`src/rtl/ram_ctrl_pkg.sv`:
```
`default_nettype none
// ============================================================================
//  Module      : ram_ctrl_pkg
//  Description : Shared types and widths for the RAM access controller:
//                controller state encoding and address/data/length widths.
//  Revision    : 1.0  initial release
// ============================================================================
package ram_ctrl_pkg;

    localparam int ADDR_W = 8;
    localparam int DATA_W = 32;
    localparam int LEN_W  = 2;

    typedef enum logic [1:0] {
        IDLE  = 2'd0,
        WRITE = 2'd1,
        READ  = 2'd2,
        DRAIN = 2'd3
    } state_t;

endpackage
`default_nettype wire

```
`src/rtl/ram_rsp_fifo.sv`:
```
`default_nettype none
// ============================================================================
//  Module      : ram_rsp_fifo
//  Description : Synchronous response FIFO holding {last, data} read beats.
//                Push and pop in the same cycle are allowed. The head word
//                reads as zero while empty so the response port is clean
//                straight out of reset.
//  Ports       : clk, rst (async, active-high)
//                push / push_data  - write a word at the tail
//                pop               - remove the head word (only when !empty)
//                head / empty      - head word, empty flag
//                count             - current occupancy
//  Revision    : 1.0  initial release
// ============================================================================
module ram_rsp_fifo #(
    parameter int DEPTH = 4,
    parameter int WIDTH = 33
) (
    input  logic                           clk,
    input  logic                           rst,
    input  logic                           push,
    input  logic [WIDTH-1:0]               push_data,
    input  logic                           pop,
    output logic [WIDTH-1:0]               head,
    output logic                           empty,
    output logic [$clog2(DEPTH+1)-1:0]     count
);

    localparam int AW = (DEPTH > 1) ? $clog2(DEPTH) : 1;
    localparam int CW = $clog2(DEPTH + 1);

    logic [WIDTH-1:0] r_mem [DEPTH];
    logic [AW-1:0]    r_wr_ptr;
    logic [AW-1:0]    r_rd_ptr;
    logic [CW-1:0]    r_count;

    // Storage carries no reset; only the pointers define what is valid.
    always_ff @(posedge clk) begin
        if (push) begin
            r_mem[r_wr_ptr] <= push_data;
        end
    end

    always_ff @(posedge clk or posedge rst) begin
        if (rst) begin
            r_wr_ptr <= '0;
            r_rd_ptr <= '0;
            r_count  <= '0;
        end else begin
            if (push) begin
                r_wr_ptr <= (r_wr_ptr == AW'(DEPTH - 1)) ? '0 : r_wr_ptr + 1'b1;
            end
            if (pop) begin
                r_rd_ptr <= (r_rd_ptr == AW'(DEPTH - 1)) ? '0 : r_rd_ptr + 1'b1;
            end
            case ({push, pop})
                2'b10:   r_count <= r_count + 1'b1;
                2'b01:   r_count <= r_count - 1'b1;
                default: r_count <= r_count;
            endcase
        end
    end

    assign empty = (r_count == '0);
    assign count = r_count;
    assign head  = empty ? '0 : r_mem[r_rd_ptr];

endmodule
`default_nettype wire

```
`src/rtl/ram_access_controller.sv`:
```
`default_nettype none
// ============================================================================
//  Module      : ram_access_controller
//  Description : Burst initiator for a 256x32 RAM. Accepts one read or write
//                burst command (1..4 words) at a time, drives Address/Din/RW
//                and returns read data through a response FIFO.
//  Ports       : clk, rst (async, active-high)
//                cmd_valid/ready/write/addr/len - burst command
//                wd_valid/ready/data             - write-data beats
//                rsp_valid/ready/data/last       - read-data beats
//                mem_addr/din/rw, mem_dout       - RAM interface (rw 1=read)
//                stat_rd/stat_wr                 - beat counters (optional)
//  Options     : RAM_CTRL_STATS_EN adds saturating stat_rd/stat_wr outputs.
//  Revision    : 1.0  initial release
// ============================================================================
module ram_access_controller
    import ram_ctrl_pkg::*;
#(
    parameter int RD_LAT    = 1,
    parameter int RSP_DEPTH = 4
) (
    input  logic              clk,
    input  logic              rst,
    input  logic              cmd_valid,
    output logic              cmd_ready,
    input  logic              cmd_write,
    input  logic [ADDR_W-1:0] cmd_addr,
    input  logic [LEN_W-1:0]  cmd_len,
    input  logic              wd_valid,
    output logic              wd_ready,
    input  logic [DATA_W-1:0] wd_data,
    output logic              rsp_valid,
    input  logic              rsp_ready,
    output logic [DATA_W-1:0] rsp_data,
    output logic              rsp_last,
    output logic [ADDR_W-1:0] mem_addr,
    output logic [DATA_W-1:0] mem_din,
    output logic              mem_rw,
    input  logic [DATA_W-1:0] mem_dout
`ifdef RAM_CTRL_STATS_EN
    ,
    output logic [15:0]       stat_rd,
    output logic [15:0]       stat_wr
`endif
);

    localparam int CW = $clog2(RSP_DEPTH + 1);

    state_t            r_state;
    state_t            w_state_nxt;
    logic              r_init;      // holds cmd_ready low for the first cycle after reset
    logic [ADDR_W-1:0] r_cur;
    logic [LEN_W-1:0]  r_len;
    logic [LEN_W-1:0]  r_cnt;       // beats issued so far in the current burst
    logic [RD_LAT-1:0] r_pipe_v;    // read issued N+1 cycles ago
    logic [RD_LAT-1:0] r_pipe_l;    // ... and it was the final beat

    logic              w_issue;
    logic              w_wd_hs;
    logic              w_last_beat;
    logic              w_push;
    logic              w_pop;
    logic              w_empty;
    logic [CW-1:0]     w_fifo_count;
    logic [CW:0]       w_inflight;
    logic [CW:0]       w_used;
    logic [DATA_W:0]   w_head;

    assign w_last_beat = (r_cnt == r_len);
    assign w_wd_hs     = wd_valid & wd_ready;
    assign w_push      = r_pipe_v[RD_LAT-1];
    assign w_pop       = rsp_valid & rsp_ready;

    // Credit: words already buffered plus reads still in the RAM pipe must
    // leave room for one more, so the FIFO can never overflow.
    always_comb begin
        w_inflight = '0;
        for (int i = 0; i < RD_LAT; i++) begin
            w_inflight = w_inflight + (CW + 1)'(r_pipe_v[i]);
        end
    end
    assign w_used = {1'b0, w_fifo_count} + w_inflight;

    always_comb begin
        w_state_nxt = r_state;
        cmd_ready   = 1'b0;
        wd_ready    = 1'b0;
        w_issue     = 1'b0;
        mem_addr    = r_cur;
        mem_din     = '0;
        mem_rw      = 1'b1;
        case (r_state)
            IDLE: begin
                cmd_ready = r_init;
                if (cmd_valid && r_init) begin
                    w_state_nxt = cmd_write ? WRITE : READ;
                end
            end
            WRITE: begin
                wd_ready = 1'b1;
                if (wd_valid) begin
                    mem_din = wd_data;
                    mem_rw  = 1'b0;
                    if (w_last_beat) begin
                        w_state_nxt = IDLE;
                    end
                end
            end
            READ: begin
                if (w_used < (CW + 1)'(RSP_DEPTH)) begin
                    w_issue = 1'b1;
                    if (w_last_beat) begin
                        w_state_nxt = DRAIN;
                    end
                end
            end
            DRAIN: begin
                if (w_pop && rsp_last) begin
                    w_state_nxt = IDLE;
                end
            end
            default: w_state_nxt = IDLE;
        endcase
    end

    always_ff @(posedge clk or posedge rst) begin
        if (rst) begin
            r_state  <= IDLE;
            r_init   <= 1'b0;
            r_cur    <= '0;
            r_len    <= '0;
            r_cnt    <= '0;
            r_pipe_v <= '0;
            r_pipe_l <= '0;
        end else begin
            r_state <= w_state_nxt;
            r_init  <= 1'b1;
            if (cmd_valid && cmd_ready) begin
                r_cur <= cmd_addr;
                r_len <= cmd_len;
                r_cnt <= '0;
            end else if (w_wd_hs || w_issue) begin
                r_cur <= r_cur + 1'b1;   // wraps FF -> 00 naturally
                r_cnt <= r_cnt + 1'b1;
            end
            r_pipe_v[0] <= w_issue;
            r_pipe_l[0] <= w_issue & w_last_beat;
            for (int i = 1; i < RD_LAT; i++) begin
                r_pipe_v[i] <= r_pipe_v[i-1];
                r_pipe_l[i] <= r_pipe_l[i-1];
            end
        end
    end

    ram_rsp_fifo #(
        .DEPTH (RSP_DEPTH),
        .WIDTH (DATA_W + 1)
    ) u_rsp_fifo (
        .clk       (clk),
        .rst       (rst),
        .push      (w_push),
        .push_data ({r_pipe_l[RD_LAT-1], mem_dout}),
        .pop       (w_pop),
        .head      (w_head),
        .empty     (w_empty),
        .count     (w_fifo_count)
    );

    assign rsp_valid = ~w_empty;
    assign rsp_last  = w_head[DATA_W];
    assign rsp_data  = w_head[DATA_W-1:0];

`ifdef RAM_CTRL_STATS_EN
    logic [15:0] r_stat_rd;
    logic [15:0] r_stat_wr;

    always_ff @(posedge clk or posedge rst) begin
        if (rst) begin
            r_stat_rd <= '0;
            r_stat_wr <= '0;
        end else begin
            if (w_push && (r_stat_rd != 16'hFFFF)) begin
                r_stat_rd <= r_stat_rd + 1'b1;
            end
            if (w_wd_hs && (r_stat_wr != 16'hFFFF)) begin
                r_stat_wr <= r_stat_wr + 1'b1;
            end
        end
    end

    assign stat_rd = r_stat_rd;
    assign stat_wr = r_stat_wr;
`endif

endmodule
`default_nettype wire

```
`config.mk`:
```
export PLATFORM = sky130hd
export DESIGN_NAME = ram_access_controller
export DESIGN_NICKNAME = d
export VERILOG_FILES = /design/src/rtl/ram_ctrl_pkg.sv /design/src/rtl/ram_rsp_fifo.sv /design/src/rtl/ram_access_controller.sv
export SDC_FILE = /design/constraint.sdc
export NUM_CORES = 1
export LEC_CHECK = 0
export CAP_MARGIN = 30
export CORE_MARGIN = 2
export CORE_UTILIZATION = 53
export CTS_CLUSTER_DIAMETER = 80
export CTS_CLUSTER_SIZE = 14
export DETAILED_ROUTE_END_ITERATION = 6
export HOLD_SLACK_MARGIN = 0.12
export PLACE_DENSITY_LB_ADDON = 0.15
export SYNTH_ARGS = -nofsm -noshare
export SYNTH_HDL_FRONTEND = slang
export SYNTH_SLANG_ARGS = --single-unit
```
`constraint.sdc`:
```
create_clock -name clk -period 3 [get_ports clk]
set_input_delay 0.6 -clock clk [delete_from_list [all_inputs] [get_ports clk]]
set_output_delay 0.6 -clock clk [all_outputs]
set_load 0.005 [all_outputs]
```
==> summary.md <==
| Metric | Value |
|---|---|
| Final setup vio count | 0 |
| Total routed wirelength | 13700 µm |
| Core Region | 0.0120 mm² |
| Drt drc | 0 |
| Req. time, crit path | 2.40 ns |
| CTS tree | yes |
| Starting density of the core | 0.543 |
| Clk buf depth | 2 |
| Number of flops mapped to enable cells by yosys | 132 |
| Overall routing resource usage | 0.216 |
| Crit path DAT | 2.26 ns |
| CTS H-tree lvls | 4 |
| Lkg Pwr | 3.11 nW |
| CTS root buf | clkbuf_16 |
| CTS sink cnt | 156 |
| Top FF cell, synth | edfxtp_1 |
| Syn_area_per_cell | 17.1 µm² |
| Drt pass-1 iters | 4 |
| GP Congestion | 0.726 |
| Fin crit period | 2.86 ns |
| Share of layout cells above drive strength 1 | 0.150 |
| Tcrit/Tclk final | 0.955 |
| Setup Crit Path Kind | reg -> out |
| Skew final | 0.00356 ns |
| Critical Path Start Type | flop |
| HP Class | reg -> reg |
| Vias in the first global route | 3873 |
| P&R area growth vs syn | 36.0% |
| Syn_nets | 468 |
| Count of cell types in the netlist | 34 |
| Status | finished clean |
| Largest net degree at the start of global routing | 36 |
| Final instance area | 0.00883 mm² |
| RSZ-0062 raised after global routing | no |
| DRT iter0 DRCs | 219 |
| Dpl cells | 679 |
| Row cnt | 40 |
| Die Wd | 115 µm |
| Placement Cell Area | 0.00830 mm² |
| Clock Pin Slew Worst Setup and Hold Paths | 0.05 ns |
| Cell area after synthesis | 0.00649 mm² |
| Routed WL per cell | 19.2 µm |
| Nets | 641 |
| TritonCTS Buffers | 17 |
| Final HPWL DP | 9350 µm |
| Total grt overflow | 0 |
| Crit end category | output pin |
| Synthesis-stage register bit count | 156 |
| First-pass GRT wire length | 20500 µm |
| Die height | 115 µm |
| Slew Limit Fails | 0 |
| Initial antenna violation count | 0 |
| Mapped Cells | 380 |
| PortBufs | 156 |
| Die ar. | 0.0132 mm² |
| Maximum VDD drop | 0.678 mV |
| Crit Path Max Fanout | 15 |
| Commonest non-fill, non-tap cell in the layout | clkdlybuf4s50_1 |
| Vias | 3757 |
| Antenna-violating nets left | 0 |
| Ant diodes | 0 |
| Max_cap viols | 0 |
| Peak Freq | 0.349 GHz |
| Most frequent cells in the layout | clkdlybuf4s50_1, edfxtp_1, and2_1 |
| FFs w/ async S/R, synth | 0.154 |
| Worst-Skew Late Latency | 0.41 ns |
| Final Hold Vio Count | 0 |
| Vias/cell | 5.28 |
| Slew HR | 0.389 |
| CTS hold repair buffers | 0 |
| Worst slew pin tran | 0.916 ns |
| PwrDens | 884 mW/mm² |
| Setup TNS | 0 ns |
| Sequential area share after synthesis | 0.703 |
| Finished Layout Cells | 712 |
| I/O pin count | 157 |
| Synth Warn # | 0 |
synthesized netlist by cell type, types with 2 or more instances:
cell | n | share of area
nand2_1 | 23 | 0.013
a21o_1 | 2 | 0.0023
inv_1 | 9 | 0.0052
and2_1 | 67 | 0.065
o21ai_0 | 6 | 0.0046
mux4_2 | 33 | 0.11
nand4_1 | 2 | 0.0019
nor2_1 | 11 | 0.0064
dfrtp_1 | 24 | 0.093
and3_1 | 2 | 0.0019
buf_2 | 6 | 0.0046
xnor2_1 | 9 | 0.012
nand3_1 | 5 | 0.0039
or3_1 | 2 | 0.0019
ha_1 | 7 | 0.013
and2_2 | 4 | 0.0046
clkbuf_1 | 12 | 0.0069
edfxtp_1 | 132 | 0.61
nor3_1 | 3 | 0.0023
a21oi_1 | 3 | 0.0023
xor2_1 | 5 | 0.0067
state kept, by name, indices dropped and copies added (netlist names):
| signal | cells |
|---|---|
| r_pipe_l | 1 |
| u_rsp_fifo.r_mem | 132 |
| u_rsp_fifo.r_rd_ptr | 2 |
| r_pipe_v | 1 |
| r_len | 2 |
| r_init | 1 |
| r_state | 2 |
| mem_addr | 8 |
| u_rsp_fifo.r_wr_ptr | 2 |
| r_cnt | 2 |
| u_rsp_fifo.count | 3 |
layout make-up:
class	count	area, µm²
fillers	757	3130
clock buffers	20	437
repair buffers	172	1710
multi-input cells	197	1820
well taps	147	184
flip-flops and latches	156	4570
inverters	9	33.8
clock inverters	11	78.8
worst paths after layout:
kind / from / to / slack [ns] / cells past startpoint
max: u_rsp_fifo.r_rd_ptr[0]$_DFFE_PP0P_ / rsp_data[3] / 0.14 / 4
max reg2reg: u_rsp_fifo.count[1]$_DFFE_PP0P_ / u_rsp_fifo.count[1]$_DFFE_PP0P_ / 0.76 / 8
min reg2reg: r_len[1]$_DFFE_PP0P_ / r_len[1]$_DFFE_PP0P_ / 0.49 / 2
min: r_len[1]$_DFFE_PP0P_ / r_len[1]$_DFFE_PP0P_ / 0.49 / 2
max in group asynchronous: rst / u_rsp_fifo.r_rd_ptr[0]$_DFFE_PP0P_ / 1.89 / 3
min in group asynchronous: rst / r_cnt[1]$_DFFE_PP0P_ / 0.53 / 2
power breakdown:
part           switching, W  leakage, nW  internal, W
Clock              0.000761        0.247      0.00111
Combinational       0.00117         1.38      0.00173
Sequential         0.000245         1.49      0.00279
stage by stage:
stage           util  total power (W)  worst slack [ns]  hold slack, ns
2_1_floorplan      -          0.00457             0.866           0.455
3_3_place_gp   0.694          0.00590             0.306           0.486
3_5_place_dp   0.694          0.00598             0.266           0.488
4_1_cts        0.738          0.00790             0.107           0.498
5_1_grt        0.738          0.00821            0.0687           0.538
6_report       0.738          0.00780             0.135           0.495
worst max-delay path, cell delays in order (launching register included):
cell             delay, ns
dfrtp_4               0.48
buf_12                0.20
mux4_2                0.54
and2_1                0.19
clkdlybuf4s50_1       0.44
cell families (layout without fill, tap and decap cells):
group / Yosys count / after routing / share of synthesized area
other: 1 / 1 / 0.000578
muxes: 35 / 35 / 0.118
xor gates and xnor gates: 14 / 14 / 0.0189
AOI/OAI and AO/OA: 16 / 16 / 0.0177
and+or+nand+nor: 123 / 123 / 0.109
DFF: 156 / 156 / 0.703
adders and majority gates: 8 / 8 / 0.0166
buffers and inverters: 27 / 212 / 0.0168
metal layers:
layer / share of wire / wire length, µm / global-route usage
met2: 0.52 / 7150 / 0.360
met5: 0 / 0 / 0
met1: 0.41 / 5630 / 0.276
met4: 0.019 / 261 / 0.0805
met3: 0.045 / 620 / 0.0556
repair_timing:
action,4_1_cts,5_1_grt
resized for setup,1,0
setup buffers,2,0
setup endpoints to repair,24,0
Note: power is estimated with default switching activity, not from simulation.
